<file path="src/rtl/noc_ni_pkg.sv">
// Shared definitions for the core-side network interface.
// Holds the mesh packet geometry, the FIFO entry layout and the helpers that
// convert between the serial-order packet vector ([0] = valid, MSB-first) and
// its fields. Also holds the saturating increment used by the statistics
// counters.
package noc_ni_pkg;

    localparam int unsigned PKT_LEN = 16;
    localparam int unsigned COORD_W = 2;
    localparam int unsigned PAY_W   = PKT_LEN - 1 - 4 * COORD_W;

    // Field offsets within the MSB-first packet vector.
    localparam int unsigned OFF_VALID = 0;
    localparam int unsigned OFF_DST_Y = 1;
    localparam int unsigned OFF_DST_X = OFF_DST_Y + COORD_W;
    localparam int unsigned OFF_SRC_Y = OFF_DST_X + COORD_W;
    localparam int unsigned OFF_SRC_X = OFF_SRC_Y + COORD_W;
    localparam int unsigned OFF_PAY   = OFF_SRC_X + COORD_W;

    typedef logic [0:PKT_LEN-1] pkt_t;

    // FIFO entry: a coordinate pair (dst on TX, src on RX) plus payload.
    typedef struct packed {
        logic [COORD_W-1:0] y;
        logic [COORD_W-1:0] x;
        logic [PAY_W-1:0]   payload;
    } entry_t;

    typedef struct packed {
        logic               valid;
        logic [COORD_W-1:0] dst_y;
        logic [COORD_W-1:0] dst_x;
        logic [COORD_W-1:0] src_y;
        logic [COORD_W-1:0] src_x;
        logic [PAY_W-1:0]   payload;
    } fields_t;

    function automatic pkt_t pack_pkt(input logic [COORD_W-1:0] dst_y,
                                      input logic [COORD_W-1:0] dst_x,
                                      input logic [COORD_W-1:0] src_y,
                                      input logic [COORD_W-1:0] src_x,
                                      input logic [PAY_W-1:0]   payload);
        return {1'b1, dst_y, dst_x, src_y, src_x, payload};
    endfunction

    function automatic fields_t unpack_pkt(input pkt_t p);
        fields_t f;
        f.valid   = p[OFF_VALID];
        f.dst_y   = p[OFF_DST_Y +: COORD_W];
        f.dst_x   = p[OFF_DST_X +: COORD_W];
        f.src_y   = p[OFF_SRC_Y +: COORD_W];
        f.src_x   = p[OFF_SRC_X +: COORD_W];
        f.payload = p[OFF_PAY +: PAY_W];
        return f;
    endfunction

    function automatic logic [15:0] sat_inc(input logic [15:0] c);
        return (c == 16'hFFFF) ? c : c + 16'd1;
    endfunction

endpackage

</file>
<file path="src/rtl/noc_ni_fifo.sv">
// Synchronous show-ahead FIFO with registered full/empty.
// Ports:
//   clk, rst_n         clock, async active-low reset
//   push, push_data    write request and data (accepted when not full, or when
//                      a pop happens on the same edge)
//   pop                read request (ignored when empty)
//   pop_data           current head, valid whenever empty=0
//   empty              registered empty flag
//   full_next          occupancy after the coming edge equals DEPTH (comb)
module noc_ni_fifo #(
    parameter int unsigned WIDTH = 8,
    parameter int unsigned DEPTH = 4
) (
    input  logic             clk,
    input  logic             rst_n,
    input  logic             push,
    input  logic [WIDTH-1:0] push_data,
    input  logic             pop,
    output logic [WIDTH-1:0] pop_data,
    output logic             empty,
    output logic             full_next
);

    localparam int unsigned AW = (DEPTH > 1) ? $clog2(DEPTH) : 1;
    localparam logic [AW:0] FULL_CNT = (AW + 1)'(DEPTH);

    logic [WIDTH-1:0] mem [DEPTH];
    logic [AW-1:0]    wr_ptr_q, rd_ptr_q;
    logic [AW:0]      cnt_q, cnt_d;
    logic             full_q, empty_q;
    logic             do_push, do_pop;

    assign do_pop  = pop & ~empty_q;
    // A full FIFO may still take a write when the head leaves on the same edge.
    assign do_push = push & (~full_q | do_pop);

    always_comb begin
        cnt_d = cnt_q;
        if (do_push && !do_pop) begin
            cnt_d = cnt_q + 1'b1;
        end else if (!do_push && do_pop) begin
            cnt_d = cnt_q - 1'b1;
        end
    end

    assign full_next = (cnt_d == FULL_CNT);

    always_ff @(posedge clk or negedge rst_n) begin
        if (!rst_n) begin
            wr_ptr_q <= '0;
            rd_ptr_q <= '0;
            cnt_q    <= '0;
            full_q   <= 1'b0;
            empty_q  <= 1'b1;
        end else begin
            if (do_push) wr_ptr_q <= wr_ptr_q + 1'b1;
            if (do_pop)  rd_ptr_q <= rd_ptr_q + 1'b1;
            cnt_q   <= cnt_d;
            full_q  <= full_next;
            empty_q <= (cnt_d == '0);
        end
    end

    always_ff @(posedge clk) begin
        if (do_push) mem[wr_ptr_q] <= push_data;
    end

    assign pop_data = mem[rd_ptr_q];
    assign empty    = empty_q;

endmodule

</file>
<file path="src/rtl/noc_core_ni.sv">
// Core-side network interface for one mesh node.
// TX: core requests (dst + payload) queue in a FIFO; a registered output stage
//     stamps src = own node and valid = 1 and holds the packet on noc_out until
//     the router takes it (noc_out_ready).
// RX: valid packets from the router are accepted while noc_in_ready; those
//     addressed to this node are queued for the core, others are dropped.
// Ports:
//   clk, rst_n                     clock, async active-low reset
//   node_y, node_x                 own coordinates
//   tx_valid/ready, tx_dst_y/x, tx_payload     core send channel
//   rx_valid/ready, rx_src_y/x, rx_payload     core receive channel
//   noc_out, noc_out_ready         packet to router and its ready
//   noc_in, noc_in_ready           packet from router and our ready
//   tx_count, rx_count, drop_count saturating statistics
module noc_core_ni
    import noc_ni_pkg::*;
#(
    parameter int unsigned PL       = PKT_LEN,
    parameter int unsigned CW       = COORD_W,
    parameter int unsigned TX_DEPTH = 4,
    parameter int unsigned RX_DEPTH = 4
) (
    input  logic                  clk,
    input  logic                  rst_n,
    input  logic [CW-1:0]         node_y,
    input  logic [CW-1:0]         node_x,
    input  logic                  tx_valid,
    output logic                  tx_ready,
    input  logic [CW-1:0]         tx_dst_y,
    input  logic [CW-1:0]         tx_dst_x,
    input  logic [PL-1-4*CW-1:0]  tx_payload,
    output logic                  rx_valid,
    input  logic                  rx_ready,
    output logic [CW-1:0]         rx_src_y,
    output logic [CW-1:0]         rx_src_x,
    output logic [PL-1-4*CW-1:0]  rx_payload,
    output logic [0:PL-1]         noc_out,
    input  logic                  noc_out_ready,
    input  logic [0:PL-1]         noc_in,
    output logic                  noc_in_ready,
    output logic [15:0]           tx_count,
    output logic [15:0]           rx_count,
    output logic [15:0]           drop_count
);

    entry_t      tx_wdata, tx_head, rx_wdata, rx_head;
    logic        tx_push, tx_pop, tx_empty, tx_full_next;
    logic        rx_push, rx_pop, rx_empty, rx_full_next;
    logic        tx_ready_q, noc_in_ready_q;
    pkt_t        out_q;
    logic        retire;
    fields_t     in_f;
    logic        capture, dst_hit;
    logic [15:0] tx_cnt_q, rx_cnt_q, drop_cnt_q;

    // ---------------- TX path ----------------
    assign tx_push  = tx_valid & tx_ready_q;
    assign tx_wdata = '{y: tx_dst_y, x: tx_dst_x, payload: tx_payload};
    assign retire   = out_q[OFF_VALID] & noc_out_ready;
    // Refill the stage when it is empty or its packet leaves on this edge.
    assign tx_pop   = ~tx_empty & (~out_q[OFF_VALID] | noc_out_ready);

    noc_ni_fifo #(
        .WIDTH ($bits(entry_t)),
        .DEPTH (TX_DEPTH)
    ) u_tx_fifo (
        .clk       (clk),
        .rst_n     (rst_n),
        .push      (tx_push),
        .push_data (tx_wdata),
        .pop       (tx_pop),
        .pop_data  (tx_head),
        .empty     (tx_empty),
        .full_next (tx_full_next)
    );

    always_ff @(posedge clk or negedge rst_n) begin
        if (!rst_n) begin
            out_q <= '0;
        end else if (tx_pop) begin
            out_q <= pack_pkt(tx_head.y, tx_head.x, node_y, node_x, tx_head.payload);
        end else if (retire) begin
            out_q <= '0;
        end
    end

    // ---------------- RX path ----------------
    assign in_f     = unpack_pkt(noc_in);
    assign capture  = in_f.valid & noc_in_ready_q;
    assign dst_hit  = (in_f.dst_y == node_y) && (in_f.dst_x == node_x);
    assign rx_push  = capture & dst_hit;
    assign rx_wdata = '{y: in_f.src_y, x: in_f.src_x, payload: in_f.payload};
    assign rx_pop   = rx_ready & ~rx_empty;

    noc_ni_fifo #(
        .WIDTH ($bits(entry_t)),
        .DEPTH (RX_DEPTH)
    ) u_rx_fifo (
        .clk       (clk),
        .rst_n     (rst_n),
        .push      (rx_push),
        .push_data (rx_wdata),
        .pop       (rx_pop),
        .pop_data  (rx_head),
        .empty     (rx_empty),
        .full_next (rx_full_next)
    );

    // Readies are held low in reset and track next-edge occupancy afterwards,
    // so neither depends combinationally on the incoming request.
    always_ff @(posedge clk or negedge rst_n) begin
        if (!rst_n) begin
            tx_ready_q     <= 1'b0;
            noc_in_ready_q <= 1'b0;
        end else begin
            tx_ready_q     <= ~tx_full_next;
            noc_in_ready_q <= ~rx_full_next;
        end
    end

    // ---------------- Statistics ----------------
    always_ff @(posedge clk or negedge rst_n) begin
        if (!rst_n) begin
            tx_cnt_q   <= '0;
            rx_cnt_q   <= '0;
            drop_cnt_q <= '0;
        end else begin
            if (retire)              tx_cnt_q   <= sat_inc(tx_cnt_q);
            if (rx_push)             rx_cnt_q   <= sat_inc(rx_cnt_q);
            if (capture && !dst_hit) drop_cnt_q <= sat_inc(drop_cnt_q);
        end
    end

    assign tx_ready     = tx_ready_q;
    assign noc_in_ready = noc_in_ready_q;
    assign noc_out      = out_q;
    assign rx_valid     = ~rx_empty;
    assign rx_src_y     = rx_head.y;
    assign rx_src_x     = rx_head.x;
    assign rx_payload   = rx_head.payload;
    assign tx_count     = tx_cnt_q;
    assign rx_count     = rx_cnt_q;
    assign drop_count   = drop_cnt_q;

endmodule

</file>
<file path="config.mk">
export PLATFORM = sky130hd
export DESIGN_NAME = noc_core_ni
export DESIGN_NICKNAME = d
export VERILOG_FILES = /design/src/rtl/noc_ni_pkg.sv /design/src/rtl/noc_ni_fifo.sv /design/src/rtl/noc_core_ni.sv
export SDC_FILE = /design/constraint.sdc
export NUM_CORES = 1
export LEC_CHECK = 0
export BUFFER_PORTS_ARGS = -buffer_cell sky130_fd_sc_hd__buf_2
export CAP_MARGIN = 20
export CORE_AREA = 2 2 223 137
export CTS_BUF_LIST = sky130_fd_sc_hd__clkbuf_8
export DETAILED_ROUTE_END_ITERATION = 16
export DIE_AREA = 0 0 225 139
export PLACE_DENSITY_LB_ADDON = 0.25
export REMOVE_ABC_BUFFERS = 1
export SETUP_SLACK_MARGIN = 0.05
export SLEW_MARGIN = 25
export SYNTH_ARGS = -nofsm -noshare
export SYNTH_HDL_FRONTEND = slang
export SYNTH_HIERARCHICAL = 1
export SYNTH_SLANG_ARGS = --single-unit
export TNS_END_PERCENT = 100
</file>
<file path="constraint.sdc">
create_clock -name clk -period 2.2 [get_ports clk]
set_clock_uncertainty 0.05 [all_clocks]
set_input_delay 0.44 -clock clk [delete_from_list [all_inputs] [get_ports clk]]
set_output_delay 0.44 -clock clk [all_outputs]
set_load 0.01 [all_outputs]
</file>
==> impl_metrics.env, run 1 <==
export IMPL_hold_path_endpoint="u_tx_fifo/mem[0][9]"
export IMPL_clk_pin_slew_ns=0.10
export IMPL_drive_above_1_share_pct=36.59
export IMPL_gp_congestion=0.7395
export IMPL_timing_hold_violations_final=0
export IMPL_timing_critical_path_arrival_ns=1.73
export IMPL_critical_path_reg2reg_endpoint="rx_count[15]"
export IMPL_effective_utilization_at_floorplan_pct=24.63
export IMPL_cts_sinks=172
export IMPL_fin_area_um2=9055
export IMPL_vias_per_cell=4.236
export IMPL_drv_slew=0
export IMPL_timing_final_crit_period_ns=2.220
export IMPL_initial_drc_count=202
export IMPL_yosysUniqueCellTypes=52
export IMPL_cts_root_buffer_cell="sky130_fd_sc_hd__clkbuf_8"
export IMPL_placeableCoreArea_um2=29370
export IMPL_final_min_period_over_clock_period_pct=100.9
export IMPL_grt_pass1_wl_mm=25.46
export IMPL_yosys_mux_area_fraction_pct=8.028
export IMPL_setup_ws_ns=-0.02041
export IMPL_hp_start="tx_dst_y[0]"
export IMPL_layoutNonFillerInstCount=1017
export IMPL_yosys_area_share_xor_xnor_pct=7.059
export IMPL_post_route_drc_count=0
export IMPL_floorplan_die_width_um=225
export IMPL_p_leak_nw=3.702
export IMPL_least_margin_pin_slew_ns=0.7065
export IMPL_drt_pass1_iter_count=4
export IMPL_rsz0062_at_grt="true"
export IMPL_power_density_nw_per_um2=1074
export IMPL_crit_path_end_kind="output pin"
export IMPL_synth_largest_area_cell="sky130_fd_sc_hd__edfxtp_1"
export IMPL_total_gr_overflow=0
export IMPL_dp_hpwl_mm=11.35
export IMPL_synth_simple_gate_area_share_pct=10.48
export IMPL_synth_top_family_by_area="simple AND/OR/NAND/NOR gates"
export IMPL_max_clock_freq_mhz=450.4
export IMPL_dp_cells=981
export IMPL_vias=4308
export IMPL_ctsLongestPathBuffers=2
export IMPL_synthesized_area_fraction_occupied_by_ao_oa_aoi_and_oai_cells_pct=4.533
export IMPL_grt_start_max_net_pins=35
export IMPL_whs_path_depth=1
export IMPL_grt_antenna_before_repair=0
export IMPL_min_delay_path_class="in -> reg"
export IMPL_status="complete, but fails checks"
export IMPL_synth_top_cells_by_count="sky130_fd_sc_hd__edfxtp_1 (88), sky130_fd_sc_hd__dfrtp_1 (82), sky130_fd_sc_hd__xnor2_1 (39)"
export IMPL_floorplan_rows=49
export IMPL_ys_async_sr_fraction_pct=48.84
export IMPL_crit_required_ns=1.71
export IMPL_signed_area_change_from_the_synthesized_netlist_to_the_final_layout_pct=25.21
export IMPL_ys_warn_count=6
export IMPL_routed_wire_length_per_instance_um=15.59
export IMPL_die_height_um=139
export IMPL_floorplan_die_area_um2=31280
export IMPL_criticalPathCategory="reg -> out"
export IMPL_grt_usage_pct=10.73
export IMPL_regToRegSetupSlack_ns=0.14
export IMPL_mappedNetlistArea_um2=7232
export IMPL_drt_total_wl_mm=15.85
export IMPL_clock_insertion_delay_worst_skew_ns=0.49
export IMPL_synth_sequential_area_ratio_pct=65.64
export IMPL_route_antenna_remaining_nets=0
export IMPL_finalSetupTns_ns=-0.06788
export IMPL_synth_area_in_adders_pct=2.595
export IMPL_grt_pass1_vias=4521
export IMPL_worst_path_max_fanout=8
export IMPL_utilization_pct=30.83
export IMPL_report_final_setup_viol=6
export IMPL_clock_tree_from_tritoncts="yes"
export IMPL_synth_top_area_share_pct=36.54
export IMPL_most_instantiated_library_cell_after_synthesis="sky130_fd_sc_hd__edfxtp_1"
export IMPL_ys_top_cells_by_area="sky130_fd_sc_hd__edfxtp_1 (37%), sky130_fd_sc_hd__dfrtp_1 (28%), sky130_fd_sc_hd__mux4_2 (6.9%)"
export IMPL_syn_mean_instance_area_um2=15.69
export IMPL_ctsHtreeMaxLevel=4
export IMPL_relSlewSlack_pct=52.73
export IMPL_layout_nets=672
export IMPL_cts_made_buffers=17
export IMPL_synth_edf_count=88
export IMPL_power_ir_vdd_worst_v=0.0004508
export IMPL_preCtsSetupSlack_ns=-0.1683
export IMPL_worst_setup_path_start_kind="register"
export IMPL_placedInstanceArea_um2=8593
export IMPL_postSynth_topFlopCell="sky130_fd_sc_hd__edfxtp_1"
export IMPL_ff2ff_path_depth=7
export IMPL_netlist_instances=461
export IMPL_holdWs_ns=0.1080
export IMPL_crit_reg2reg_launch="rx_count[0]"
export IMPL_maxCapViolCount=0
export IMPL_yosys_register_bits=172
export IMPL_finalPower_mw=9.723
export IMPL_violations="setup timing"
export IMPL_pin_count=114
export IMPL_port_buffer_count=113
## area by class of cell
class / instances / area [um^2]
diodes: 1 / 2.502
clock buffers: 17 / 234.0
clock inverters: 15 / 136.4
fillers: 2918 / 20310
inverters: 17 / 63.81
multi-input cells: 263 / 2369
flip-flops and latches: 172 / 4750
well taps: 382 / 478.0
repair buffers: 150 / 1022
## flip-flops by register name (all words and copies together) (netlist names)
| name | flops |
|---|---|
| u_tx_fifo/full_q | 1 |
| u_tx_fifo/cnt_q | 3 |
| u_rx_fifo/cnt_q | 3 |
| tx_ready | 1 |
| u_rx_fifo/mem | 44 |
| u_tx_fifo/mem | 44 |
| u_tx_fifo/empty | 1 |
| noc_in_ready | 1 |
| u_tx_fifo/rd_ptr_q | 2 |
| u_tx_fifo/wr_ptr_q | 2 |
| u_rx_fifo/wr_ptr_q | 2 |
| u_rx_fifo/full_q | 1 |
| drop_count | 16 |
| tx_count | 16 |
| u_rx_fifo/rd_ptr_q | 2 |
| u_rx_fifo/empty | 1 |
| rx_count | 16 |
| noc_out | 16 |
## worst max-delay path: stages (launching register included)
cell	delay, ns
sky130_fd_sc_hd__dfrtp_1	0.41
sky130_fd_sc_hd__buf_8	0.17
sky130_fd_sc_hd__mux4_2	0.53
sky130_fd_sc_hd__buf_6	0.14
## cells in the final DEF, fill, tap and decap left out, types with 3 or more instances in the layout
cell                         n
sky130_fd_sc_hd__buf_2     104
sky130_fd_sc_hd__edfxtp_1   88
sky130_fd_sc_hd__dfrtp_1    80
sky130_fd_sc_hd__xnor2_1    39
sky130_fd_sc_hd__buf_4      26
sky130_fd_sc_hd__nand2_1    24
sky130_fd_sc_hd__mux4_2     22
sky130_fd_sc_hd__inv_1      18
sky130_fd_sc_hd__nand4_1    18
sky130_fd_sc_hd__nor2_1     17
sky130_fd_sc_hd__clkbuf_8   17
sky130_fd_sc_hd__nand3_1    15
sky130_fd_sc_hd__a22o_1     15
sky130_fd_sc_hd__ha_1       15
sky130_fd_sc_hd__and2_1     10
sky130_fd_sc_hd__and3_1     10
sky130_fd_sc_hd__xor2_1     10
sky130_fd_sc_hd__buf_6       9
sky130_fd_sc_hd__buf_12      9
sky130_fd_sc_hd__a21oi_1     8
sky130_fd_sc_hd__and4_1      7
sky130_fd_sc_hd__xnor2_2     5
sky130_fd_sc_hd__o21ai_0     5
sky130_fd_sc_hd__inv_6       5
sky130_fd_sc_hd__mux2_2      4
sky130_fd_sc_hd__nor3_1      3
sky130_fd_sc_hd__a31oi_1     3
sky130_fd_sc_hd__clkinv_2    3
## repair_timing
action | 4_1_cts | 5_1_grt
pin swaps | 0 | 1
hold buffers | 1 | 0
buffers inserted | 1 | 1
endpoints found under the setup margin | 11 | 14
hold endpoints to repair | 27 | 0
resized for setup | 7 | 6
## worst max-delay path by stage
| stage | cells after the start | start | end |
|---|---|---|---|
| final | 3 | u_rx_fifo/rd_ptr_q[0] | rx_payload[6] |
| after global routing | 3 | u_rx_fifo/rd_ptr_q[0] | rx_payload[6] |
| after CTS | 3 | u_rx_fifo/rd_ptr_q[0] | rx_payload[6] |
| after detailed placement | 9 | node_y[0] | noc_in_ready |
| after global placement | 9 | node_y[0] | noc_in_ready |
| after floorplan | 5 | noc_out_ready | u_tx_fifo/mem[0][0] |
## per-layer routing
metal	GRT usage (%)	routed length, um	vias to the layer above
li1	-	-	2041
met1	14.52	7838	2178
met2	16.02	7136	76
met3	3.877	724	13
met4	3.346	151	0
met5	0	0	-
## where the power goes
part,switching (mW),internal (mW),total [mW]
Combinational,1.43,1.61,3.05
Clock,1.25,0.910,2.16
Sequential,0.513,4.01,4.52
Total,3.19,6.53,9.72
## cells by family (layout without fill, tap and decap cells)
group	count (synthesis)	in the layout
DFF	172	172
and+or+nand+nor	124	124
xor gates and xnor gates	54	54
AOI/OAI and AO/OA	41	41
muxes	29	29
buffers and inverters	26	199
adders and majority gates	15	15
other	0	1
(Power assumes the default switching activity.)
==> inputs of run 2 (changes only) <==
BUFFER_PORTS_ARGS = unset   (was -buffer_cell sky130_fd_sc_hd__buf_2)
DONT_BUFFER_PORTS = 1   (was unset)
SETUP_SLACK_MARGIN = unset   (was 0.05)
==> run 2 against run 1 <==
  * The flow finishes with violations (hold timing)
  * Non-clock buffer count is 98 lower
  * Clock-buffer cell count stayed put
  * Clock power about the same
  * Highest routed layer unchanged
  * Critical path type unchanged
  * Critical path depth decreased by 1
  * Via count shrank 7.5%
  * Largest cell class unchanged
==> impl_metrics.env, run 2 (synthesized netlist as in run 1, its figures left out) <==
export IMPL_grt_usage_pct=10.69
export IMPL_port_buffer_count=0
export IMPL_grt_start_max_net_pins=85
export IMPL_min_delay_path_class="in -> async"
export IMPL_drt_pass1_iter_count=4
export IMPL_clock_tree_from_tritoncts="yes"
export IMPL_mostFrequentLayoutCell="sky130_fd_sc_hd__edfxtp_1"
export IMPL_final_cell_mix="sky130_fd_sc_hd__edfxtp_1 (88), sky130_fd_sc_hd__dfrtp_1 (81), sky130_fd_sc_hd__xnor2_1 (39)"
export IMPL_preCtsSetupSlack_ns=0.002949
export IMPL_dp_cells=859
export IMPL_criticalPathCategory="reg -> out"
export IMPL_layoutNonFillerInstCount=918
export IMPL_drv_slew=0
export IMPL_clock_insertion_delay_worst_skew_ns=0.48
export IMPL_cts_made_buffers=17
export IMPL_clk_pin_slew_ns=0.11
export IMPL_gp_congestion=0.7309
export IMPL_largest_registers="u_rx_fifo/mem: 44 flops, u_tx_fifo/mem: 44 flops"
export IMPL_initial_drc_count=220
export IMPL_timing_critical_path_arrival_ns=1.61
export IMPL_crit_path_cell_trace="buf_12 -> mux4_2"
export IMPL_route_antenna_remaining_nets=0
export IMPL_p_leak_nw=3.224
export IMPL_cts_sinks=172
export IMPL_floorplan_die_width_um=225
export IMPL_utilization_pct=29.15
export IMPL_total_gr_overflow=0
export IMPL_effective_utilization_at_floorplan_pct=24.63
export IMPL_status="complete, but fails checks"
export IMPL_least_margin_pin_slew_ns=0.7027
export IMPL_crit_reg2reg_launch="rx_count[0]"
export IMPL_vias_per_cell=4.341
export IMPL_timing_final_crit_period_ns=2.097
export IMPL_violations="hold timing"
export IMPL_die_height_um=139
export IMPL_maxCapViolCount=0
export IMPL_signed_area_change_from_the_synthesized_netlist_to_the_final_layout_pct=18.37
export IMPL_vias=3985
export IMPL_ctsLongestPathBuffers=2
export IMPL_setup_ws_ns=0.1031
export IMPL_n_antenna_cell=0
export IMPL_cp_top_family="multiplexers"
export IMPL_timing_critical_path_from="u_rx_fifo/rd_ptr_q[0]"
export IMPL_drt_total_wl_mm=15.64
export IMPL_crit_path_end_kind="output pin"
export IMPL_finalPower_mw=9.223
export IMPL_layout_nets=574
export IMPL_placeableCoreArea_um2=29370
export IMPL_grt_antenna_before_repair=0
export IMPL_regToRegSetupSlack_ns=0.19
export IMPL_worst_path_buf_inv=1
export IMPL_crit_required_ns=1.71
export IMPL_worst_path_max_fanout=12
export IMPL_floorplan_die_area_um2=31280
export IMPL_cts_root_buffer_cell="sky130_fd_sc_hd__clkbuf_8"
export IMPL_final_min_period_over_clock_period_pct=95.31
export IMPL_floorplan_rows=49
export IMPL_worst_path_max_delay_cell="sky130_fd_sc_hd__mux4_2"
export IMPL_grt_pass1_vias=4382
export IMPL_worst_setup_path_endpoint="rx_src_x[0]"
export IMPL_grt_pass1_wl_mm=25.07
export IMPL_relSlewSlack_pct=52.98
export IMPL_max_clock_freq_mhz=476.9
export IMPL_dp_hpwl_mm=10.90
export IMPL_rsz0062_at_grt="true"
export IMPL_cp_depth=2
export IMPL_power_density_nw_per_um2=1077
export IMPL_power_ir_vdd_worst_v=0.0004132
export IMPL_pin_count=114
export IMPL_routed_wire_length_per_instance_um=17.03
export IMPL_drive_above_1_share_pct=20.34
export IMPL_ff2ff_path_depth=6
export IMPL_report_final_setup_viol=0
export IMPL_critical_path_reg2reg_endpoint="rx_count[15]"
export IMPL_timing_hold_violations_final=84
export IMPL_holdWs_ns=-0.4202
export IMPL_cp_slowest_stage_delay_ns=0.58
export IMPL_cts_hold_buf=26
export IMPL_finalSetupTns_ns=0
export IMPL_fin_area_um2=8561
export IMPL_placedInstanceArea_um2=7895
export IMPL_post_route_drc_count=0
export IMPL_worst_setup_path_start_kind="register"
export IMPL_ctsHtreeMaxLevel=4
[run 2: cell count changes in the layout (fill, tap and decap cells not counted), moves of 4 or more]
| cell | before | now |
|---|---|---|
| sky130_fd_sc_hd__buf_12 | 9 | 5 |
| sky130_fd_sc_hd__buf_4 | 26 | 21 |
| sky130_fd_sc_hd__dlygate4sd3_1 | 1 | 26 |
| sky130_fd_sc_hd__inv_8 | 1 | 5 |
| sky130_fd_sc_hd__buf_2 | 104 | 0 |
| sky130_fd_sc_hd__buf_6 | 9 | 0 |
[run 2: metal layers]
metal,up-vias,routed length [um],track usage (%)
met3,16,821,4.153
li1,1854,-,-
met1,2033,7576,14.07
met5,-,0,0
met4,0,203,3.869
met2,82,7036,15.95
[run 2: layout make-up]
class	instances	area [um^2]
Inverter	17	63.81
Fill cell	2906	20810
Multi-Input combinational cell	263	2369
Clock inverter	15	150.1
Sequential cell	172	4748
Timing Repair Buffer	52	518.0
Tap cell	382	478.0
Clock buffer	17	234.0
[run 2: worst min path at each step]
| stage | to | slack [ns] |
|---|---|---|
| after floorplan | drop_count[0] | 0.09 |
| after global placement | tx_count[13] | 0.1 |
| after detailed placement | tx_count[1] | 0.1 |
| after CTS | tx_count[0] | -0.49 |
| after global routing | noc_out[11] | -0.49 |
| final | tx_count[1] | -0.42 |
[run 2: power by group]
group / switching [mW] / internal, mW
logic: 1.15 / 1.22
registers: 0.667 / 4.00
clock network: 1.34 / 0.844
[run 2: repair_timing]
action	4_1_cts	5_1_grt
setup endpoints to repair	11	11
hold endpoints to repair	176	84
gates resized for setup	3	1
cloned	0	0
setup buffers	0	1
